==> src/rtl/nucore_pkg.sv <==
// nucore_pkg: shared types and constants for the NuCore fetch stage.
//   INST_W        instruction word width
//   NOP_WORD      bubble presented when nothing is issued
//   HALT_WORD     sentinel that stops execution; never issued itself
//   fetch_state_t fetch sequencer states
package nucore_pkg;

  localparam int INST_W = 39;

  localparam logic [INST_W-1:0] NOP_WORD  = '0;
  localparam logic [INST_W-1:0] HALT_WORD = 39'h7F_FFFF_FFFF;

  typedef enum logic [1:0] {
    IDLE = 2'd0,
    LOAD = 2'd1,
    RUN  = 2'd2,
    HALT = 2'd3
  } fetch_state_t;

endpackage

==> src/rtl/nucore_prog_mem.sv <==
// nucore_prog_mem: DEPTH x INST_W program store, no reset.
//   clk    write clock (rising edge)
//   we     write enable
//   waddr  write address
//   wdata  write data
//   raddr  asynchronous read address
//   rdata  asynchronous read data
module nucore_prog_mem
  import nucore_pkg::*;
#(
  parameter int DEPTH = 64,
  parameter int AW    = 6
) (
  input  logic              clk,
  input  logic              we,
  input  logic [AW-1:0]     waddr,
  input  logic [INST_W-1:0] wdata,
  input  logic [AW-1:0]     raddr,
  output logic [INST_W-1:0] rdata
);

  logic [INST_W-1:0] mem_q [DEPTH];

  always_ff @(posedge clk) begin
    if (we) mem_q[waddr] <= wdata;
  end

  assign rdata = mem_q[raddr];

endmodule

==> src/rtl/nucore_fetch.sv <==
// nucore_fetch: NuCore instruction fetch stage. A program is streamed in
// through the load port, then start runs it from address 0, issuing one
// 39-bit instruction per unstalled cycle (NOP bubble otherwise) until the
// HALT_WORD sentinel or the end of the program is reached.
//
// Ports:
//   clk, reset          clock (rising edge), async active-high reset
//   load_valid/ready    program word handshake; load_data is the word,
//   load_data/last      load_last marks the final word of the program
//   start               begin execution from address 0
//   stall               freeze pc and outputs while running
//   step                (NUCORE_FETCH_STEP_EN only) single-step input
//   inst_out/inst_valid instruction to the pipeline register
//   pc                  address of the next word to fetch
//   halted, loaded      program finished / complete program resident
//
// Optional feature macro: NUCORE_FETCH_STEP_EN. When defined, a step input
// is added and RUN fetches only on a rising edge of step.
module nucore_fetch
  import nucore_pkg::*;
#(
  parameter int DEPTH = 64,
  parameter int AW    = 6
) (
  input  logic              clk,
  input  logic              reset,
  input  logic              load_valid,
  output logic              load_ready,
  input  logic [INST_W-1:0] load_data,
  input  logic              load_last,
  input  logic              start,
  input  logic              stall,
`ifdef NUCORE_FETCH_STEP_EN
  input  logic              step,
`endif
  output logic [INST_W-1:0] inst_out,
  output logic              inst_valid,
  output logic [AW-1:0]     pc,
  output logic              halted,
  output logic              loaded
);

  localparam logic [AW:0]   PC_ONE   = (AW+1)'(1);
  localparam logic [AW-1:0] LAST_ADR = AW'(DEPTH-1);

  fetch_state_t      state_q, state_d;
  logic [AW-1:0]     wr_ptr_q, wr_ptr_d;
  // pc and prog_len carry one extra bit so a full DEPTH-word program
  // can be described; the pc port shows only the low AW bits.
  logic [AW:0]       prog_len_q, prog_len_d;
  logic [AW:0]       pc_q, pc_d;
  logic              loaded_q, loaded_d;
  logic              halted_q, halted_d;
  logic              inst_valid_q, inst_valid_d;
  logic [INST_W-1:0] inst_q, inst_d;
  logic [INST_W-1:0] mem_rdata;

  logic load_acc;
  logic load_end;
  logic start_ok;
  logic fetch_en;
  logic run_idle;
  logic at_end;

  nucore_prog_mem #(
    .DEPTH (DEPTH),
    .AW    (AW)
  ) u_mem (
    .clk   (clk),
    .we    (load_acc),
    .waddr (wr_ptr_q),
    .wdata (load_data),
    .raddr (pc_q[AW-1:0]),
    .rdata (mem_rdata)
  );

  assign load_acc = load_valid & load_ready;
  // The final address always ends the load, even without load_last.
  assign load_end = load_acc & (load_last | (wr_ptr_q == LAST_ADR));
  // A word accepted in the same cycle takes priority over start.
  assign start_ok = start & loaded_q & ~load_acc &
                    ((state_q == IDLE) | (state_q == HALT));
  // Either the program ran off its end or the sentinel was reached.
  assign at_end   = (pc_q == prog_len_q) | (mem_rdata == HALT_WORD);

`ifdef NUCORE_FETCH_STEP_EN
  logic step_q;
  logic step_rise;

  assign step_rise = step & ~step_q;
  assign fetch_en  = (state_q == RUN) & ~stall & step_rise;
  // Unstalled RUN cycles without a step edge present a bubble, so each
  // press yields a single-cycle inst_valid pulse.
  assign run_idle  = (state_q == RUN) & ~stall & ~step_rise;

  always_ff @(posedge clk or posedge reset) begin
    if (reset) step_q <= 1'b0;
    else       step_q <= step;
  end
`else
  assign fetch_en = (state_q == RUN) & ~stall;
  assign run_idle = 1'b0;
`endif

  // State register
  always_ff @(posedge clk or posedge reset) begin
    if (reset) state_q <= IDLE;
    else       state_q <= state_d;
  end

  // Next-state logic
  always_comb begin
    state_d = state_q;
    case (state_q)
      IDLE, HALT: begin
        if (load_acc)      state_d = load_end ? IDLE : LOAD;
        else if (start_ok) state_d = RUN;
      end
      LOAD: begin
        if (load_acc) state_d = load_end ? IDLE : LOAD;
      end
      RUN: begin
        if (fetch_en && at_end) state_d = HALT;
      end
      default: state_d = IDLE;
    endcase
  end

  // Output logic
  always_comb begin
    load_ready = (state_q != RUN);
  end

  assign inst_out   = inst_q;
  assign inst_valid = inst_valid_q;
  assign pc         = pc_q[AW-1:0];
  assign halted     = halted_q;
  assign loaded     = loaded_q;

  // Datapath next-state
  always_comb begin
    wr_ptr_d     = wr_ptr_q;
    prog_len_d   = prog_len_q;
    pc_d         = pc_q;
    loaded_d     = loaded_q;
    halted_d     = halted_q;
    inst_valid_d = inst_valid_q;
    inst_d       = inst_q;

    if (load_acc) begin
      loaded_d = 1'b0;
      wr_ptr_d = wr_ptr_q + AW'(1);
      if (load_end) begin
        prog_len_d = {1'b0, wr_ptr_q} + PC_ONE;
        wr_ptr_d   = '0;
        loaded_d   = 1'b1;
      end
    end

    if (start_ok) begin
      pc_d     = '0;
      halted_d = 1'b0;
    end

    if (fetch_en) begin
      if (at_end) begin
        inst_d       = NOP_WORD;
        inst_valid_d = 1'b0;
        halted_d     = 1'b1;
      end else begin
        inst_d       = mem_rdata;
        inst_valid_d = 1'b1;
        pc_d         = pc_q + PC_ONE;
      end
    end else if (run_idle) begin
      inst_d       = NOP_WORD;
      inst_valid_d = 1'b0;
    end
  end

  // Datapath registers
  always_ff @(posedge clk or posedge reset) begin
    if (reset) begin
      wr_ptr_q     <= '0;
      prog_len_q   <= '0;
      pc_q         <= '0;
      loaded_q     <= 1'b0;
      halted_q     <= 1'b0;
      inst_valid_q <= 1'b0;
      inst_q       <= NOP_WORD;
    end else begin
      wr_ptr_q     <= wr_ptr_d;
      prog_len_q   <= prog_len_d;
      pc_q         <= pc_d;
      loaded_q     <= loaded_d;
      halted_q     <= halted_d;
      inst_valid_q <= inst_valid_d;
      inst_q       <= inst_d;
    end
  end

endmodule

==> config.mk <==
export PLATFORM = sky130hd
export DESIGN_NAME = nucore_fetch
export DESIGN_NICKNAME = d
export VERILOG_FILES = /design/src/rtl/nucore_pkg.sv /design/src/rtl/nucore_prog_mem.sv /design/src/rtl/nucore_fetch.sv
export SDC_FILE = /design/constraint.sdc
export NUM_CORES = 2
export LEC_CHECK = 0
export ABC_CLOCK_PERIOD_IN_PS = 9500
export BUFFER_PORTS_ARGS = -buffer_cell sky130_fd_sc_hd__buf_4
export CAP_MARGIN = 20
export CELL_PAD_IN_SITES_DETAIL_PLACEMENT = 1
export CELL_PAD_IN_SITES_GLOBAL_PLACEMENT = 1
export CORE_MARGIN = 2
export CORE_UTILIZATION = 45
export DETAILED_ROUTE_END_ITERATION = 10
export HOLD_SLACK_MARGIN = 0.06
export PLACE_DENSITY = 0.67
export SLEW_MARGIN = 25
export SYNTH_ARGS = -nofsm -noshare
export SYNTH_HDL_FRONTEND = slang
export SYNTH_SLANG_ARGS = --single-unit
==> constraint.sdc <==
create_clock -name clk -period 9.5 [get_ports clk]
set_input_delay 1.9 -clock clk [delete_from_list [all_inputs] [get_ports clk]]
set_output_delay 1.9 -clock clk [all_outputs]
set_load 0.005 [all_outputs]
==> impl_metrics.toml <==
[status]
status = "finished clean"

[timing]
slew_violations = 0
postLayoutSetupSlackWorst_ps = 3560
finalHoldViolCount = 0
fmax_ghz = 0.168
finalCriticalPeriod_ps = 5940
fin_skew_ps = 65.6
worstMarginPinSlew_ps = 1160
slew_headroom_pct = 22.6
min_period_over_period_pct = 62.5
rsz0062_at_grt = "false"
final.setup.tns_ps = 0
setup_viol = 0

[critical_path]
critPathCaptureType = "flop"
worstReg2RegStart = "pc_q[3]"
critPathArrivalTime_ps = 6700
path_delay_family = "simple AND/OR/NAND/NOR gates"
cp_max_fo = 38
cp.required_ps = 10260
cpPeakStageDelay_ps = 840
r2r_end = "inst_out[28]"
endpoint = "inst_out[28]"
cp-startpoint = "pc_q[3]"
cp-start-kind = "flop"
ff2ff_setup_slack_ps = 3560
worstPathCellList = "nor2b_4, buf_4, buf_4, a22o_1, a211oi_1, a211oi_1, a21oi_1, nor4_1, nor3b_2, nand3_2, nand2_4, o31ai_1"
crit_buf_inv = 2
ff2ff_path_depth = 12
critical_path_class = "flop to flop"
critPathSlowestCell = "nor2b_4"
crit_cells = 12

[power_and_ir_drop]
power_density_mw_per_mm2 = 283
p_leak_uw = 0.0352
peakVddDrop_mv = 0.229

[clock_network]
clkTransAtPathRegs_ps = 60
root_buffer = "clkbuf_16"
numCtsBuffers = 274
cts_setup_buffers = 0
cts.htree.levels = 5
hold_buffers = 0
cts_tree = "done"
cts.sinks = 2560
insertion_delay_ps = 950
cts.path.max_buffers = 4
cts_resized = 0

[routing]
dr.pass1.iters = 5
drc_errors = 0
drt_wl_total_mm = 326
ant_nets = 0
drtIter0Drc = 8127
vias_per_cell = 6.66
detail_route.wl_per_cell_um = 40.8
vias = 53100

[synthesis]
yosysWarnings = 0
syn_inst = 4644
synth_nets = 4693
ys_ff_latch = 2560
synthArstFlopShare_pct = 2.50
yosysSeqAreaShare_pct = 77.4
synth_area_mm2 = 0.0989
ys_types = 83
synth_edf_count = 2496
synth_ff_type = "edfxtp_1"
synth_area_per_cell_um2 = 21.3

[final_layout]
drive_gt1_share_pct = 24.1
nNetsFinal = 4953
area_growth_pct = 13.1
n_fill_cell = 19200

[global_route]
grt.overflow.total = 0
grt_start_max_net_pins = 114
grt_first_pass_wirelength_mm = 444
grt_pass1_vias = 52900
grt.total_usage_pct = 29.0
antenna_found_initial = 22

[floorplan]
start_util_pct = 45.1
rows = 172
io_pins = 94
die_h_um = 473
core_mm2 = 0.219
die-area_mm2 = 0.224
die_x_um = 473

[place]
globalplace.congestion = 0.843
portBuffers = 93
dpl_worst_slack_ps = 3730
hpwlAfterDp_mm = 186

[worst_hold_path]
hp-class = "flop to flop"

[flow_run]
drv_cap = 0
[cells in the mapped netlist, types with 19 or more instances]
cell type	instances	area, um^2
o21ai_0	50	250
a21oi_1	105	526
dfrtp_1	64	1600
a221oi_1	41	359
nor2_1	118	443
mux2i_1	307	3070
buf_4	39	293
o221ai_1	49	429
a22o_1	19	166
buf_6	36	405
mux4_2	484	10900
o31ai_1	20	150
buf_2	52	260
clkbuf_1	111	417
a211oi_1	19	143
nand3_1	26	130
o22ai_1	32	200
nand2_1	145	544
a22oi_1	124	931
edfxtp_1	2496	75000
[how the worst min path moves through the flow]
| stage | from | to | cells after the start |
|---|---|---|---|
| global placement | prog_len_q[6] | prog_len_q[6] | 1 |
| floorplan | prog_len_q[0] | prog_len_q[0] | 2 |
| finish | prog_len_q[0] | prog_len_q[0] | 2 |
| detailed placement | prog_len_q[6] | prog_len_q[6] | 1 |
| CTS | prog_len_q[6] | prog_len_q[6] | 1 |
| global route | prog_len_q[6] | prog_len_q[6] | 1 |
[layout make-up]
class | instances | area [um^2] | area share, %
antenna | 6 | 15.0 | 0.0134
clock buffer | 367 | 7450 | 6.66
clock inverter | 105 | 738 | 0.660
inverter | 12 | 48.8 | 0.0436
multi-input combinational | 1796 | 21000 | 18.8
sequential | 2560 | 76600 | 68.5
tap | 2871 | 3590 | 3.21
timing repair buffer | 260 | 2430 | 2.17
[layout by cell type, fill, tap and decap left out, types with 19 or more instances in the layout]
cell,count
o21ai_0,50
mux2i_1,307
nand3_1,25
o22ai_1,32
clkbuf_1,80
buf_12,23
clkinv_2,30
edfxtp_1,2496
clkinv_1,58
clkbuf_16,284
nor2_4,64
nor2_1,53
a22o_1,19
o31ai_1,20
a21oi_1,105
a221oi_1,41
nand2_1,144
dfrtp_1,58
buf_4,226
mux4_2,484
o221ai_1,49
a22oi_1,124
[flip-flops by register name (all words and copies together) (netlist names)]
register / cells
halted: 1
inst_out: 39
inst_valid: 1
loaded: 1
pc_q: 7
prog_len_q: 7
state_q: 2
u_mem.mem_q: 2496
wr_ptr_q: 6
[cells by family (layout without fill, tap and decap cells)]
kind of cell | count (synthesis) | count (layout) | synth area share (%)
AO/OA/AOI/OAI | 574 | 574 | 4.23
XOR/XNOR | 11 | 11 | 0.0974
adder cells (fa/ha/maj) | 4 | 4 | 0.0506
buffers and inverters | 288 | 744 | 1.92
flip-flops | 2560 | 2560 | 77.4
multiplexers | 811 | 811 | 14.4
other | 0 | 6 | 0
AND/OR/NAND/NOR | 396 | 396 | 1.88
[routing by layer]
layer,GRT usage [%],vias up,share of wire [%]
met2,44.8,3628,46
met3,6.29,659,11
met1,40.4,28800,38
met4,11.2,18,4.2
met5,0,-,0.032
li1,-,20100,-
[report_power, final]
part | switching (uW) | internal, uW
combinational | 5420 | 3200
sequential | 354 | 12700
clock | 4280 | 5750
[metrics by stage]
stage          power (uW)  util, %  std cells  area, um^2  hold slack, ps
6_report            31700     51.1       7977      112000             524
5_1_grt             32400     51.0       7972      112000             557
4_1_cts             31600     51.0       7968      112000             533
3_5_place_dp        21700     47.3       7496      104000             513
3_3_place_gp        21600     47.1       7479      103000             510
2_1_floorplan       18500        -       4644       98900             469
[worst register-to-register path, cell delays in order (launching register included)]
cell	delay, ps
dfrtp_4	630
nor2b_4	850
buf_4	490
buf_4	550
a22o_1	270
a211oi_1	60
a211oi_1	810
a21oi_1	240
nor4_1	390
nor3b_2	340
nand3_2	310
nand2_4	650
o31ai_1	170
Note: power is estimated with default switching activity, not from simulation.
